**src/rtl/uart_mmio_ctrl_pkg.sv**
```systemverilog
// Shared constants for the UART MMIO controller: IO decode, register offsets,
// STATUS bit positions and the TX drain state encoding.
package uart_mmio_ctrl_pkg;

  localparam logic [3:0] IO_BASE    = 4'h8;
  localparam logic [7:0] OFF_STATUS = 8'h00;
  localparam logic [7:0] OFF_RXDATA = 8'h04;
  localparam logic [7:0] OFF_TXDATA = 8'h08;

  localparam int ST_TX_NFULL  = 0;
  localparam int ST_RX_NEMPTY = 1;
  localparam int ST_TX_DROP   = 2;
  localparam int ST_RXCNT_LO  = 4;

  typedef enum logic {
    TX_IDLE = 1'b0,
    TX_SEND = 1'b1
  } tx_state_e;

  // The STATUS RX count field is 4 bits wide and clamps instead of wrapping.
  function automatic logic [3:0] sat_cnt4(input logic [31:0] c);
    return (c > 32'd15) ? 4'hF : c[3:0];
  endfunction

endpackage

```
**src/rtl/uart_mmio_ctrl_fifo.sv**
```systemverilog
// Synchronous FIFO with registered pointers and count. Pushes into a full FIFO
// and pops from an empty FIFO are ignored, judged on the count at cycle start.
module io_sync_fifo #(
  parameter int W     = 8,
  parameter int DEPTH = 8,
  localparam int AW   = $clog2(DEPTH),
  localparam int CW   = AW + 1
) (
  input  logic          clk_i,
  input  logic          rst_i,
  input  logic          push_i,
  input  logic [W-1:0]  data_i,
  input  logic          pop_i,
  output logic          full_o,
  output logic          empty_o,
  output logic [CW-1:0] count_o,
  output logic [W-1:0]  head_o
);

  logic [W-1:0]  mem_q [DEPTH];
  logic [AW-1:0] wptr_q, wptr_d;
  logic [AW-1:0] rptr_q, rptr_d;
  logic [CW-1:0] cnt_q,  cnt_d;
  logic          do_push, do_pop;

  assign full_o  = (cnt_q == CW'(DEPTH));
  assign empty_o = (cnt_q == '0);
  assign count_o = cnt_q;
  assign head_o  = mem_q[rptr_q];

  assign do_push = push_i && !full_o;
  assign do_pop  = pop_i  && !empty_o;

  always_comb begin
    wptr_d = wptr_q;
    rptr_d = rptr_q;
    cnt_d  = cnt_q;
    if (do_push) wptr_d = wptr_q + 1'b1;
    if (do_pop)  rptr_d = rptr_q + 1'b1;
    cnt_d = cnt_q + CW'(do_push) - CW'(do_pop);
  end

  always_ff @(posedge clk_i) begin
    if (rst_i) begin
      wptr_q <= '0;
      rptr_q <= '0;
      cnt_q  <= '0;
    end else begin
      wptr_q <= wptr_d;
      rptr_q <= rptr_d;
      cnt_q  <= cnt_d;
    end
  end

  // Storage carries no reset; empty_o guards every read of the head.
  always_ff @(posedge clk_i) begin
    if (do_push) mem_q[wptr_q] <= data_i;
  end

endmodule

```
**src/rtl/uart_mmio_ctrl.sv**
```systemverilog
// MMIO front end for the UART: decodes the 0x8xxx_xx IO window, buffers TX and
// RX bytes in FIFOs and drains TX through a valid/ready handshake.
module uart_mmio_ctrl
  import uart_mmio_ctrl_pkg::*;
#(
  parameter int TX_DEPTH = 8,
  parameter int RX_DEPTH = 8
) (
  input  logic        Clock,
  input  logic        Reset,
  input  logic [31:0] Addr,
  input  logic [31:0] rd2,
  input  logic [3:0]  IO_trans,
  input  logic        IO_recv,
  output logic [31:0] Received,
  output logic [7:0]  DataIn,
  output logic        DataInValid,
  input  logic        DataInReady,
  input  logic [7:0]  DataOut,
  input  logic        DataOutValid,
  output logic        DataOutReady
);

  localparam int TX_CW = $clog2(TX_DEPTH) + 1;
  localparam int RX_CW = $clog2(RX_DEPTH) + 1;

  logic [31:0] received_q, received_d;
  logic [7:0]  din_q;
  logic        dvalid_q;
  logic        drop_q, drop_d;
  tx_state_e   state_q;

  logic             tx_push, tx_pop, tx_full, tx_empty;
  logic [7:0]       tx_head;
  logic [TX_CW-1:0] tx_count;
  logic             rx_push, rx_pop, rx_full, rx_empty;
  logic [7:0]       rx_head;
  logic [RX_CW-1:0] rx_count;

  logic        hit, store, st_tx;
  logic [7:0]  off;
  logic [31:0] status;
  logic        unused_bits;

  assign unused_bits = ^{Addr[27:8], rd2[31:8], tx_count};

  assign hit   = (Addr[31:28] == IO_BASE);
  assign off   = Addr[7:0];
  assign store = hit && (IO_trans != 4'b0000);
  assign st_tx = store && (off == OFF_TXDATA) && IO_trans[0];

  always_comb begin
    status                                 = '0;
    status[ST_TX_NFULL]                    = !tx_full;
    status[ST_RX_NEMPTY]                   = !rx_empty;
    status[ST_TX_DROP]                     = drop_q;
    status[ST_RXCNT_LO+3:ST_RXCNT_LO]      = sat_cnt4(32'(rx_count));
  end

  always_comb begin
    received_d = received_q;
    rx_pop     = 1'b0;
    if (IO_recv) begin
      received_d = '0;
      if (hit) begin
        case (off)
          OFF_STATUS: received_d = status;
          OFF_RXDATA: if (!rx_empty) begin
            received_d = {24'b0, rx_head};
            rx_pop     = 1'b1;
          end
          default: ;
        endcase
      end
    end
  end

  // A store that finds TX full is lost even if the drain frees a slot this cycle.
  assign tx_push = st_tx && !tx_full;

  always_comb begin
    drop_d = drop_q;
    if (store && (off == OFF_STATUS)) drop_d = 1'b0;
    if (st_tx && tx_full)             drop_d = 1'b1;
  end

  assign tx_pop = !tx_empty && ((state_q == TX_IDLE) || DataInReady);

  assign DataOutReady = !rx_full;
  assign rx_push      = DataOutValid && !rx_full;

  always_ff @(posedge Clock) begin
    if (Reset) begin
      received_q <= '0;
      drop_q     <= 1'b0;
    end else begin
      received_q <= received_d;
      drop_q     <= drop_d;
    end
  end

  always_ff @(posedge Clock) begin
    if (Reset) begin
      state_q  <= TX_IDLE;
      din_q    <= '0;
      dvalid_q <= 1'b0;
    end else begin
      case (state_q)
        TX_IDLE: if (!tx_empty) begin
          din_q    <= tx_head;
          dvalid_q <= 1'b1;
          state_q  <= TX_SEND;
        end
        TX_SEND: if (DataInReady) begin
          if (!tx_empty) begin
            din_q <= tx_head;
          end else begin
            dvalid_q <= 1'b0;
            state_q  <= TX_IDLE;
          end
        end
        default: state_q <= TX_IDLE;
      endcase
    end
  end

  assign Received    = received_q;
  assign DataIn      = din_q;
  assign DataInValid = dvalid_q;

  io_sync_fifo #(.W(8), .DEPTH(TX_DEPTH)) u_tx_fifo (
    .clk_i   (Clock),
    .rst_i   (Reset),
    .push_i  (tx_push),
    .data_i  (rd2[7:0]),
    .pop_i   (tx_pop),
    .full_o  (tx_full),
    .empty_o (tx_empty),
    .count_o (tx_count),
    .head_o  (tx_head)
  );

  io_sync_fifo #(.W(8), .DEPTH(RX_DEPTH)) u_rx_fifo (
    .clk_i   (Clock),
    .rst_i   (Reset),
    .push_i  (rx_push),
    .data_i  (DataOut),
    .pop_i   (rx_pop),
    .full_o  (rx_full),
    .empty_o (rx_empty),
    .count_o (rx_count),
    .head_o  (rx_head)
  );

endmodule

```
**config.mk**
```make
export PLATFORM = sky130hd
export DESIGN_NAME = uart_mmio_ctrl
export DESIGN_NICKNAME = d
export VERILOG_FILES = /design/src/rtl/uart_mmio_ctrl_pkg.sv /design/src/rtl/uart_mmio_ctrl_fifo.sv /design/src/rtl/uart_mmio_ctrl.sv
export SDC_FILE = /design/constraint.sdc
export NUM_CORES = 1
export LEC_CHECK = 0
export CORE_MARGIN = 8
export CORE_UTILIZATION = 53
export DETAILED_ROUTE_END_ITERATION = 6
export PLACE_DENSITY = 0.79
export SETUP_SLACK_MARGIN = 0.02
export SKIP_CTS_REPAIR_TIMING = 1
export SLEW_MARGIN = 20
export SYNTH_ARGS = -nofsm -noshare
export SYNTH_HDL_FRONTEND = slang
export SYNTH_HIERARCHICAL = 1
export SYNTH_SLANG_ARGS = --single-unit
```
**constraint.sdc**
```tcl
create_clock -name Clock -period 3.7 [get_ports Clock]
set_input_delay 0.74 -clock Clock [delete_from_list [all_inputs] [get_ports Clock]]
set_output_delay 0.74 -clock Clock [all_outputs]
set_load 0.01 [all_outputs]
```
=== Yosys cells after proc, flatten, opt, wreduce, memory -nomap -nowiden ===
Memories as Yosys holds them, arrays and structs flattened. A register that Yosys moved wholly into a read port is not among the register bits.
Index checks and enable logic that the tools add are counted.

* $add $sub $neg: 8
* Multipliers: 0
* Div/mod/pow operators: 0
* Order comparisons: 0
* Eq/ne operators: 8
* Shifts and indexed selects: 0
* Muxes and demuxes: 27
* Bitwise gates (word level): 1
* Reductions and logical operators: 23

{| class="wikitable"
|+ Operators by type and width
! cell !! number
|-
| 2-to-1 mux 8 bit || 4
|-
| one-hot mux 8 bit (2 select lines) || 2
|-
| 2-to-1 mux 1 bit || 15
|-
| adder 3 x 1 -> 3 bit, second input constant || 4
|-
| == test 4 bit, second input constant || 3
|-
| logical AND 1 bit || 12
|-
| 2-to-1 mux 3 bit || 4
|-
| adder 4 x 1 -> 4 bit || 2
|-
| == test 8 x 3 -> 1 bit, second input constant || 1
|-
| == test 8 x 4 -> 1 bit, second input constant || 1
|-
| logical NOT 4 bit || 2
|-
| logical NOT 8 bit || 1
|-
| subtractor 4 x 1 -> 4 bit || 2
|-
| logical NOT 1 bit || 4
|-
| inequality test 2 bit, second input constant || 2
|-
| one-hot mux 1 bit (2 select lines) || 2
|-
| nonzero test 4 bit || 1
|-
| AND reduction 3 bit || 1
|-
| inequality test 2 x 1 -> 1 bit, second input constant || 1
|-
| nonzero test 2 bit || 1
|-
| logical OR 1 bit || 1
|-
| NOT 1 bit || 1
|}

* Register bits: 63
* Latch bits: 0
* RAM bits: 128
* Bits in read-only memories: 0
* Input port bits: 81
* Word-level logic and storage cells: 80
* Memories: 2

{| class="wikitable"
|+ Memories
! name !! depth !! bits a word !! read ports !! clocked after memory_dff !! wr ports !! line !! source
|-
| u_rx_fifo.mem_q || 8 || 8 || 1 || 1 || 1 || uart_mmio_ctrl_fifo.sv:20 || <nowiki>logic [W-1:0] mem_q [DEPTH];</nowiki>
|-
| u_tx_fifo.mem_q || 8 || 8 || 1 || 1 || 1 || uart_mmio_ctrl_fifo.sv:20 ||
|}

=== Depth between registers and ports, before layout ===
Gate-level depths: netlist of the first run.

* Word-level depth: 8
* Depth in mapped cells: 14

=== Modules after synthesis ===
Netlist of the first run, hierarchy kept.

{| class="wikitable"
|+ By module, submodules not included
! module !! instances !! cells each !! area each (um^2) !! sequential area each (um^2)
|-
| io_sync_fifo || 2 || 174 || 3180.6 || 2182.1
|-
| uart_mmio_ctrl || 1 || 131 || 1083.5 || 380.4
|}

=== Worst setup path before layout of the first run ===
No wires, ideal clock.

* Path type: input to register
* From: in Addr[29]
* To: mem u_tx_fifo.mem_q[0][0] (enable)
* Library setup time: 0.395 ns
* Data arrival time: 2.526 ns
* Setup slack: 0.779 ns
* Stages on the path: 5
* Path through: nor4b_4 > nand4_1 > nor2_1 > nand2_2 > nor4_1

* Longest elaborated chain between the ends: 8

{| class="wikitable"
|+ Ends and longest elaborated chain
! item !! line !! source
|-
| start, declared || uart_mmio_ctrl.sv:11 || <nowiki>input logic [31:0] Addr,</nowiki>
|-
| == test 4 bit || uart_mmio_ctrl.sv:47 || <nowiki>assign hit = (Addr[31:28] == IO_BASE);</nowiki>
|-
| logical AND 1 bit || uart_mmio_ctrl.sv:49 || <nowiki>assign store = hit && (IO_trans != 4'b0000);</nowiki>
|-
| logical AND 1 bit (2 in series) || uart_mmio_ctrl.sv:50 || <nowiki>assign st_tx = store && (off == OFF_TXDATA) && IO_trans[0];</nowiki>
|-
| logical AND 1 bit || uart_mmio_ctrl.sv:79 || <nowiki>assign tx_push = st_tx && !tx_full;</nowiki>
|-
| net tx_push || uart_mmio_ctrl.sv:33 || <nowiki>logic tx_push, tx_pop, tx_full, tx_empty;</nowiki>
|-
| logical AND 1 bit || uart_mmio_ctrl_fifo.sv:31 || <nowiki>assign do_push = push_i && !full_o;</nowiki>
|-
| 2-to-1 mux 1 bit || uart_mmio_ctrl_fifo.sv:57 || <nowiki>if (do_push) mem_q[wptr_q] <= data_i;</nowiki>
|-
| 2-to-1 mux 1 bit (implied by the code) || uart_mmio_ctrl_fifo.sv:57 ||
|-
| end, declared || uart_mmio_ctrl_fifo.sv:20 ||
|}

The timed path passes the listed nets, and every way through them passes these cells.

=== Worst setup path in the final report of the first run ===
* From: in Addr[5]
* To: reg u_tx_fifo.cnt_q[2] (netlist: u_tx_fifo/count_o[2])

* Longest elaborated chain between the ends: 7

{| class="wikitable"
|+ Ends and longest elaborated chain
! item !! line !! source
|-
| == test 8 x 4 -> 1 bit || uart_mmio_ctrl.sv:50 ||
|-
| logical AND 1 bit (2 in series) || uart_mmio_ctrl.sv:50 ||
|-
| logical AND 1 bit || uart_mmio_ctrl.sv:79 ||
|-
| net tx_push || uart_mmio_ctrl.sv:33 ||
|-
| logical AND 1 bit || uart_mmio_ctrl_fifo.sv:31 ||
|-
| adder 4 x 1 -> 4 bit || uart_mmio_ctrl_fifo.sv:40 || <nowiki>cnt_d = cnt_q + CW'(do_push) - CW'(do_pop);</nowiki>
|-
| subtractor 4 x 1 -> 4 bit || uart_mmio_ctrl_fifo.sv:40 ||
|-
| end signal, assigned || uart_mmio_ctrl_fifo.sv:51 || <nowiki>cnt_q <= cnt_d;</nowiki>
|-
| end, declared || uart_mmio_ctrl_fifo.sv:23 || <nowiki>logic [CW-1:0] cnt_q, cnt_d;</nowiki>
|}

The timed path passes the listed nets, and every way through them passes these cells.
A chain may end at the register's enable or synchronous reset.

==> results of run 1 <==
[critical path, stage by stage]
cell	delay, ns
clkdlybuf4s50_1	0.44
nor4_4	0.42
nand4_1	0.23
nor2_1	0.32
nand2_2	0.20
xnor2_1	0.18
ha_1	0.18
inv_1	0.06
fa_1	0.37
xor2_1	0.16
nor2_1	0.05
[cell usage after synthesis, types with 2 or more instances]
cell type | n | area [um^2]
inv_1 | 15 | 56.30
buf_2 | 4 | 20.02
nand2b_1 | 12 | 75.07
buf_6 | 2 | 22.52
o21ai_0 | 21 | 105.1
mux4_2 | 2 | 45.04
xor2_1 | 2 | 17.52
nand2_1 | 18 | 67.56
dfxtp_1 | 45 | 900.9
mux2_2 | 22 | 247.7
mux2i_1 | 5 | 50.05
nor2_1 | 24 | 90.09
nor3b_1 | 3 | 22.52
fa_1 | 2 | 40.04
nand2_2 | 2 | 12.51
ha_1 | 14 | 175.2
or3b_2 | 2 | 17.52
edfxtp_1 | 128 | 3844
xnor2_1 | 2 | 17.52
nand3_1 | 14 | 70.07
nor4_1 | 3 | 18.77
buf_12 | 2 | 40.04
mux4_1 | 30 | 788.3
nor3_1 | 8 | 40.04
nor2b_1 | 17 | 106.4
buf_4 | 25 | 187.7
clkbuf_1 | 7 | 26.28
or3_1 | 4 | 25.02
buf_1 | 2 | 7.510
a31o_2 | 2 | 17.52
a21oi_1 | 26 | 130.1
and2_1 | 2 | 12.51
[power by group through the flow]
stage,Sequential [uW],Clock (uW),Combinational [uW]
after global placement,2380,0,953
final,2340,1780,1000
after floorplan,2350,0,723
after global routing,2360,1880,1120
after detailed placement,2390,0,998
after CTS,2340,1820,1010
[metrics by stage]
step	power, uW	worst slack [ns]
2_1_floorplan	3069	0.7794
3_3_place_gp	3329	0.3074
3_5_place_dp	3385	0.2402
4_1_cts	5172	0.7108
5_1_grt	5361	0.4203
6_report	5123	0.6874
[worst max path at each step]
stage / from / cells past startpoint / to / slack (ns)
floorplan: Addr[29] / 5 / u_tx_fifo/mem_q[0][0] / 0.78
global placement: Addr[29] / 11 / u_tx_fifo/count_o[2] / 0.31
detailed placement: Addr[5] / 11 / u_tx_fifo/count_o[2] / 0.24
CTS: Addr[5] / 11 / u_tx_fifo/count_o[2] / 0.71
global route: Addr[29] / 11 / u_tx_fifo/count_o[2] / 0.42
finish: Addr[5] / 11 / u_tx_fifo/count_o[2] / 0.69
[cells by family (layout without fill, tap and decap cells)]
group	Yosys count	after routing	synth area share, %
buf+inv	57	125	4.840
flops	173	173	63.73
mux	59	59	15.19
other cells	1	24	0.05037
xor+xnor	4	4	0.4707
fa+ha+maj	16	16	2.891
compound gates	52	52	3.899
simple gates	117	117	8.924
[flip-flops by register name (all words and copies together), names as in the netlist, named ones only]
register,count
u_tx_fifo/mem_q,64
u_rx_fifo/count_o,4
u_tx_fifo/rptr_q,3
u_rx_fifo/mem_q,64
DataInValid,1
Received,8
u_tx_fifo/wptr_q,3
state_q,1
u_rx_fifo/rptr_q,3
drop_q,1
DataIn,8
u_tx_fifo/count_o,4
u_rx_fifo/wptr_q,3
[metal layers]
metal  wire, um  global-route usage, %
met1       5808                  18.62
met4        176                  7.611
met2       7373                  28.12
met5          0                      0
met3        827                  4.569
[layout make-up]
cell class / instances / area [um^2]
repair buffers: 78 / 720.7
clock inverters: 15 / 168.9
multi-input cells: 272 / 2426
inverters: 15 / 56.30
clock buffers: 17 / 425.4
fillers: 940 / 5060
well taps: 180 / 225.2
flip-flops and latches: 173 / 4745
==> run summary, run 1 <==
First-pass GRT wire length - 22250 um
Vias - 4123
Via density - 5.497
CP Max Fanout - 8
Grt ovf - 0
Pre-antenna DRT Iters - 4
Finished Cell Area - 8767 um^2
Class of the worst hold path - reg2reg
Status - finished clean
Clock power frac - 34.7%
Clock buffers created by TritonCTS - 17
Area of the die - 18090 um^2
Iteration-0 DRC Markers - 276
Maximum vdd drop - 0.4295 mV
Initial antenna violation count - 0
Worst Path Arrival - 3.34 ns
Post-Syn Area - 7445 um^2
Ratio of cells with drive above 1 in the final layout - 15.79%
Critical Path Sink Type - flop
Port bufs - 54
Hpwl dp - 9517 um
Worst skew pair latency - 0.44 ns
Worst R2R Path Depth - 12
Worst-Margin Slew - 0.9157 ns
Post-synthesis sequential area ratio - 63.73%
Final Core Density - 63.41%
Net load switching power - 1419 uW
MaxCap Viol Count - 0
Most used flip-flop cell after synthesis - edfxtp_1
Dpl cells - 718
Fin cells - 750
Tot GR Track Use - 16.38%
Synth Register Bits - 173
Critical Path RT - 4.03 ns
Comb pwr share - 19.6%
Max H-tree Level - 4
Hold Fails Final Rpt - 0
Final Cycle Share - 81.42%
P_int - 3703 uW
Worst Hold Endpoint - Received[2]
Die width - 134.5 um
LEAKAGE - 0.003037 uW
Cell Area, Placed - 8173 um^2
Relative slew slack - 38.87%
Vias in the first global route - 4189
Hold Path Origin - Received[2]
Unique masters post-synth - 44
Sw Ratio - 27.71%
Startpoint types - input pin
Num Clock Sinks - 173
Pin count of the biggest net entering global routing - 19
Max Clk Rate - 331.9 MHz
Most common cell after layout, fill and taps aside - edfxtp_1
FP Rows - 43
EDFF count, synth - 128
Ant diodes - 0
Fraction of registers with async set/reset - 0%
Starting Density - 53.84%
Sequential power share - 45.7%
CTS tree - built
Layout Skew - 0.01015 ns
DRT Wirelength - 14190 um
Final Max Tran Viols - 0
Hold Path Depth - 2
Kind of critical path - in2reg
Setup-failing EPs final - 0
Synth Instances - 479
Crit Reg-Reg Endpoint - u_rx_fifo/count_o[2]
Most frequent cells in the layout - edfxtp_1 (128), clkdlybuf4s50_1 (54), dfxtp_1 (45), mux4_1 (30), a21oi_1 (26)
Synth Warn # - 6
Pwr Density - 584.3 nW/um^2
Hold Slack - 0.4621 ns
Io pins - 123
Period minus WS final - 3.013 ns
Reg2reg start - u_rx_fifo/count_o[2]
Core area - 13830 um^2
Detail Route Antenna Nets - 0
Wire length per cell - 18.91 um
Reg clk slew, reported paths - 0.07 ns
Root buffer cell - clkbuf_16
RD Place Congestion - 0.7570
Layout area overhead - 17.76%
R2R Setup Slk - 1.00 ns
Drc violations - 0
Avg Cell Area, Syn - 15.54 um^2
CTS max path bufs - 2
Die Y-Extent - 134.5 um
RSZ-0062 raised after global routing - no
Post-Route Setup TNS - 0 ns
Nets - 654
Note: power is estimated with default switching activity, not from simulation.
==> inputs of run 2 (changes only) <==
CORE_UTILIZATION = 48   (was 53)
PLACE_DENSITY = 0.76   (was 0.79)
clock period = 2.5 ns   (was 3.7 ns; I/O delays follow)
==> run 2 against run 1 <==
Effect of this change: the flow now finishes with violations (negative setup slack); combinational power rose by 79%; core utilization is 3.8 points lower; clock skew about the same; clock power is 40% higher; critical path type is now reg2reg.
==> run summary, run 2 (same netlist as run 1, synthesis figures left out) <==
Status - finished, violations left (was finished clean)
Failing checks - negative setup slack
Critical Path RT - 2.82 ns (was 4.03 ns)
Wire length per cell - 18.51 um (was 18.91 um)
Layout Skew - 0.01059 ns (was 0.01015 ns)
Startpoint types - flop (was input pin)
LEAKAGE - 0.003250 uW (was 0.003037 uW)
FP Rows - 45 (was 43)
Top flop regs - u_rx_fifo/mem_q x64, u_tx_fifo/mem_q x64 (unchanged)
Slowest CP cell - dfxtp_2 (was clkdlybuf4s50_1)
Crit path max-delay family - simple AND/OR/NAND/NOR gates (unchanged)
Ratio of cells with drive above 1 in the final layout - 23.24% (was 15.79%)
CP Max Fanout - 6 (was 8)
Hold Fails Final Rpt - 0 (unchanged)
Worst R2R Path Depth - 13 (was 12)
RD Place Congestion - 0.7670 (was 0.7570)
Pwr Density - 854.4 nW/um^2 (was 584.3 nW/um^2)
Num Clock Sinks - 173 (unchanged)
Final Max Tran Viols - 0 (unchanged)
Crit Reg-Reg Endpoint - u_rx_fifo/count_o[3] (was u_rx_fifo/count_o[2])
PnR Total Power - 7738 uW (was 5123 uW)
Period minus WS final - 2.602 ns
Sequential power share - 44.6% (was 45.7%)
Top sig layer - met4 (unchanged)
Detail Route Antenna Nets - 0 (unchanged)
Slowest stage delay, CP - 0.35 ns (was 0.44 ns)
Iteration-0 DRC Markers - 260 (was 276)
Hold Path Depth - 2 (unchanged)
Hpwl dp - 9823 um (was 9517 um)
Most common cell after layout, fill and taps aside - edfxtp_1 (unchanged)
WP depth - 13 (was 11)
Clock power frac - 32.3% (was 34.7%)
Pin count of the biggest net entering global routing - 20 (was 19)
DRT Wirelength - 14550 um (was 14190 um)
Nets - 682 (was 654)
Sw Ratio - 28.51% (was 27.71%)
Critical Path Sink Type - flop (unchanged)
Hold Slack - 0.4603 ns (was 0.4621 ns)
Die Y-Extent - 140.5 um (was 134.5 um)
Layout area overhead - 21.66% (was 17.76%)
Comb pwr share - 23.1% (was 19.6%)
R2R Setup Slk - -0.10 ns (was 1.00 ns)
Most frequent cells in the layout - edfxtp_1 (128), buf_4 (52), clkdlybuf4s50_1 (45), dfxtp_1 (43), mux4_1 (30) (was edfxtp_1 (128), clkdlybuf4s50_1 (54), dfxtp_1 (45), mux4_1 (30), a21oi_1 (26))
CTS tree - built (unchanged)
Hold Path Origin - Received[5] (was Received[2])
Met2 Wirelength - 7947 um (was 7373 um)
Final Core Density - 59.58% (was 63.41%)
Io pins - 123 (unchanged)
Vias - 4289 (was 4123)
Final Cycle Share - 104.1%
Max Clk Rate - 384.4 MHz
Relative slew slack - 51.11% (was 38.87%)
First-pass GRT wire length - 22210 um (was 22250 um)
Initial antenna violation count - 0 (unchanged)
P_int - 5532 uW (was 3703 uW)
Pre-antenna DRT Iters - 4 (unchanged)
Final worst setup slack - -0.1015 ns (was 0.6874 ns)
Core area - 15200 um^2 (was 13830 um^2)
Reg2reg start - u_rx_fifo/count_o[2] (unchanged)
CP bufs+invs - 2 (unchanged)
Kind of critical path - reg2reg (was in2reg)
Class of the worst hold path - reg2reg (unchanged)
Die width - 140.5 um (was 134.5 um)
Worst skew pair latency - 0.43 ns (was 0.44 ns)
CP most frequent cell - ha_1 (was nor2_1)
Worst Hold Endpoint - Received[5] (was Received[2])
Area of the die - 19750 um^2 (was 18090 um^2)
Reg clk slew, reported paths - 0.07 ns (about the same)
Clock buffers created by TritonCTS - 17 (unchanged)
Dpl cells - 747 (was 718)
Net load switching power - 2206 uW (was 1419 uW)
Ant diodes - 0 (unchanged)
CTS max path bufs - 2 (unchanged)
Critical-path cell list - inv_2 -> ha_1 -> nor3b_2 -> nor2b_2 -> nand4b_1 -> nor2_2 -> nor2b_4 -> buf_4 -> nand2_1 -> ha_1 -> a21oi_2 -> a21oi_1 -> a31o_2 (was clkdlybuf4s50_1 -> nor4_4 -> nand4_1 -> nor2_1 -> nand2_2 -> xnor2_1 -> ha_1 -> inv_1 -> fa_1 -> xor2_1 -> nor2_1)
DR WL met3 - 781 um (was 827 um)
MaxCap Viol Count - 0 (unchanged)
Maximum vdd drop - 0.5826 mV (was 0.4295 mV)
Vias in the first global route - 4350 (was 4189)
Cell Area, Placed - 8362 um^2 (was 8173 um^2)
Drc violations - 0 (unchanged)
Setup-failing EPs final - 3 (was 0)
Starting Density - 48.97% (was 53.84%)
Worst Path Arrival - 2.92 ns (was 3.34 ns)
Via density - 5.457 (was 5.497)
Fin cells - 786 (was 750)
Worst setup path start - u_rx_fifo/count_o[2] (was Addr[5])
Metal-1 WL - 5624 um (was 5808 um)
Root buffer cell - clkbuf_16 (unchanged)
Max H-tree Level - 4 (unchanged)
Finished Cell Area - 9057 um^2 (was 8767 um^2)
Worst-Margin Slew - 0.7323 ns (was 0.9157 ns)
Tot GR Track Use - 14.64% (was 16.38%)
Grt ovf - 0 (unchanged)
Port bufs - 54 (unchanged)
==> run 2: cell types whose count changed in the layout (fill, tap and decap cells not counted), sizes merged <==
cell / delta
buf: +28
inv: -3
clkdlybuf4s50: -9
bufinv: -1
clkinvlp: +1
clkinv: +3
dlymetal6s2s: +9
==> run 2: how the worst max path moves through the flow <==
stage | end | slack [ns]
floorplan | u_rx_fifo/mem_q[0][0] | 0.02
global placement | u_rx_fifo/count_o[2] | -0.48
detailed placement | u_rx_fifo/count_o[2] | -0.50
CTS | DataOutReady | -0.30
global route | u_rx_fifo/count_o[3] | -0.12
finish | u_rx_fifo/count_o[3] | -0.10
==> run 2: final cells by class <==
| cell class | instances | area (um^2) |
|---|---|---|
| clock buffer | 17 | 425.4 |
| clock inverter | 15 | 148.9 |
| fill | 1079 | 6145 |
| inverter | 15 | 56.30 |
| multi-input combinational | 272 | 2491 |
| sequential | 173 | 4747 |
| tap | 188 | 235.2 |
| timing repair buffer | 106 | 953.4 |
==> run 2: layer usage <==
layer  vias to the layer above  GRT usage [%]
met5                         -              0
met2                       128          26.89
li1                       2005              -
met1                      2136          16.00
met3                        20          4.010
met4                         0          4.864
==> run 2: worst register-to-register path: cells and delay by family (launching register included) <==
kind | cells | cell delay [ns]
AOI/OAI and AO/OA | 3 | 0.54
DFF | 1 | 0.35
adders and majority gates | 2 | 0.41
buffers and inverters | 2 | 0.24
and+or+nand+nor | 6 | 0.99
==> run 2: power by group through the flow <==
stage          logic, uW  registers (uW)  clock network [uW]
6_report            1790            3450                2500
5_1_grt             1940            3460                2660
4_1_cts             1680            3440                2540
3_5_place_dp        1660            3500                   0
3_3_place_gp        1570            3480                   0
2_1_floorplan       1080            3480                   0
==> run 2: per-stage QoR <==
stage / setup WS (ns) / setup TNS (ns)
after detailed placement: -0.5046 / -18.33
after global placement: -0.4844 / -16.12
after CTS: -0.2998 / -0.6258
after floorplan: 0.02317 / 0
final: -0.1015 / -0.2577
after global routing: -0.1227 / -0.3400
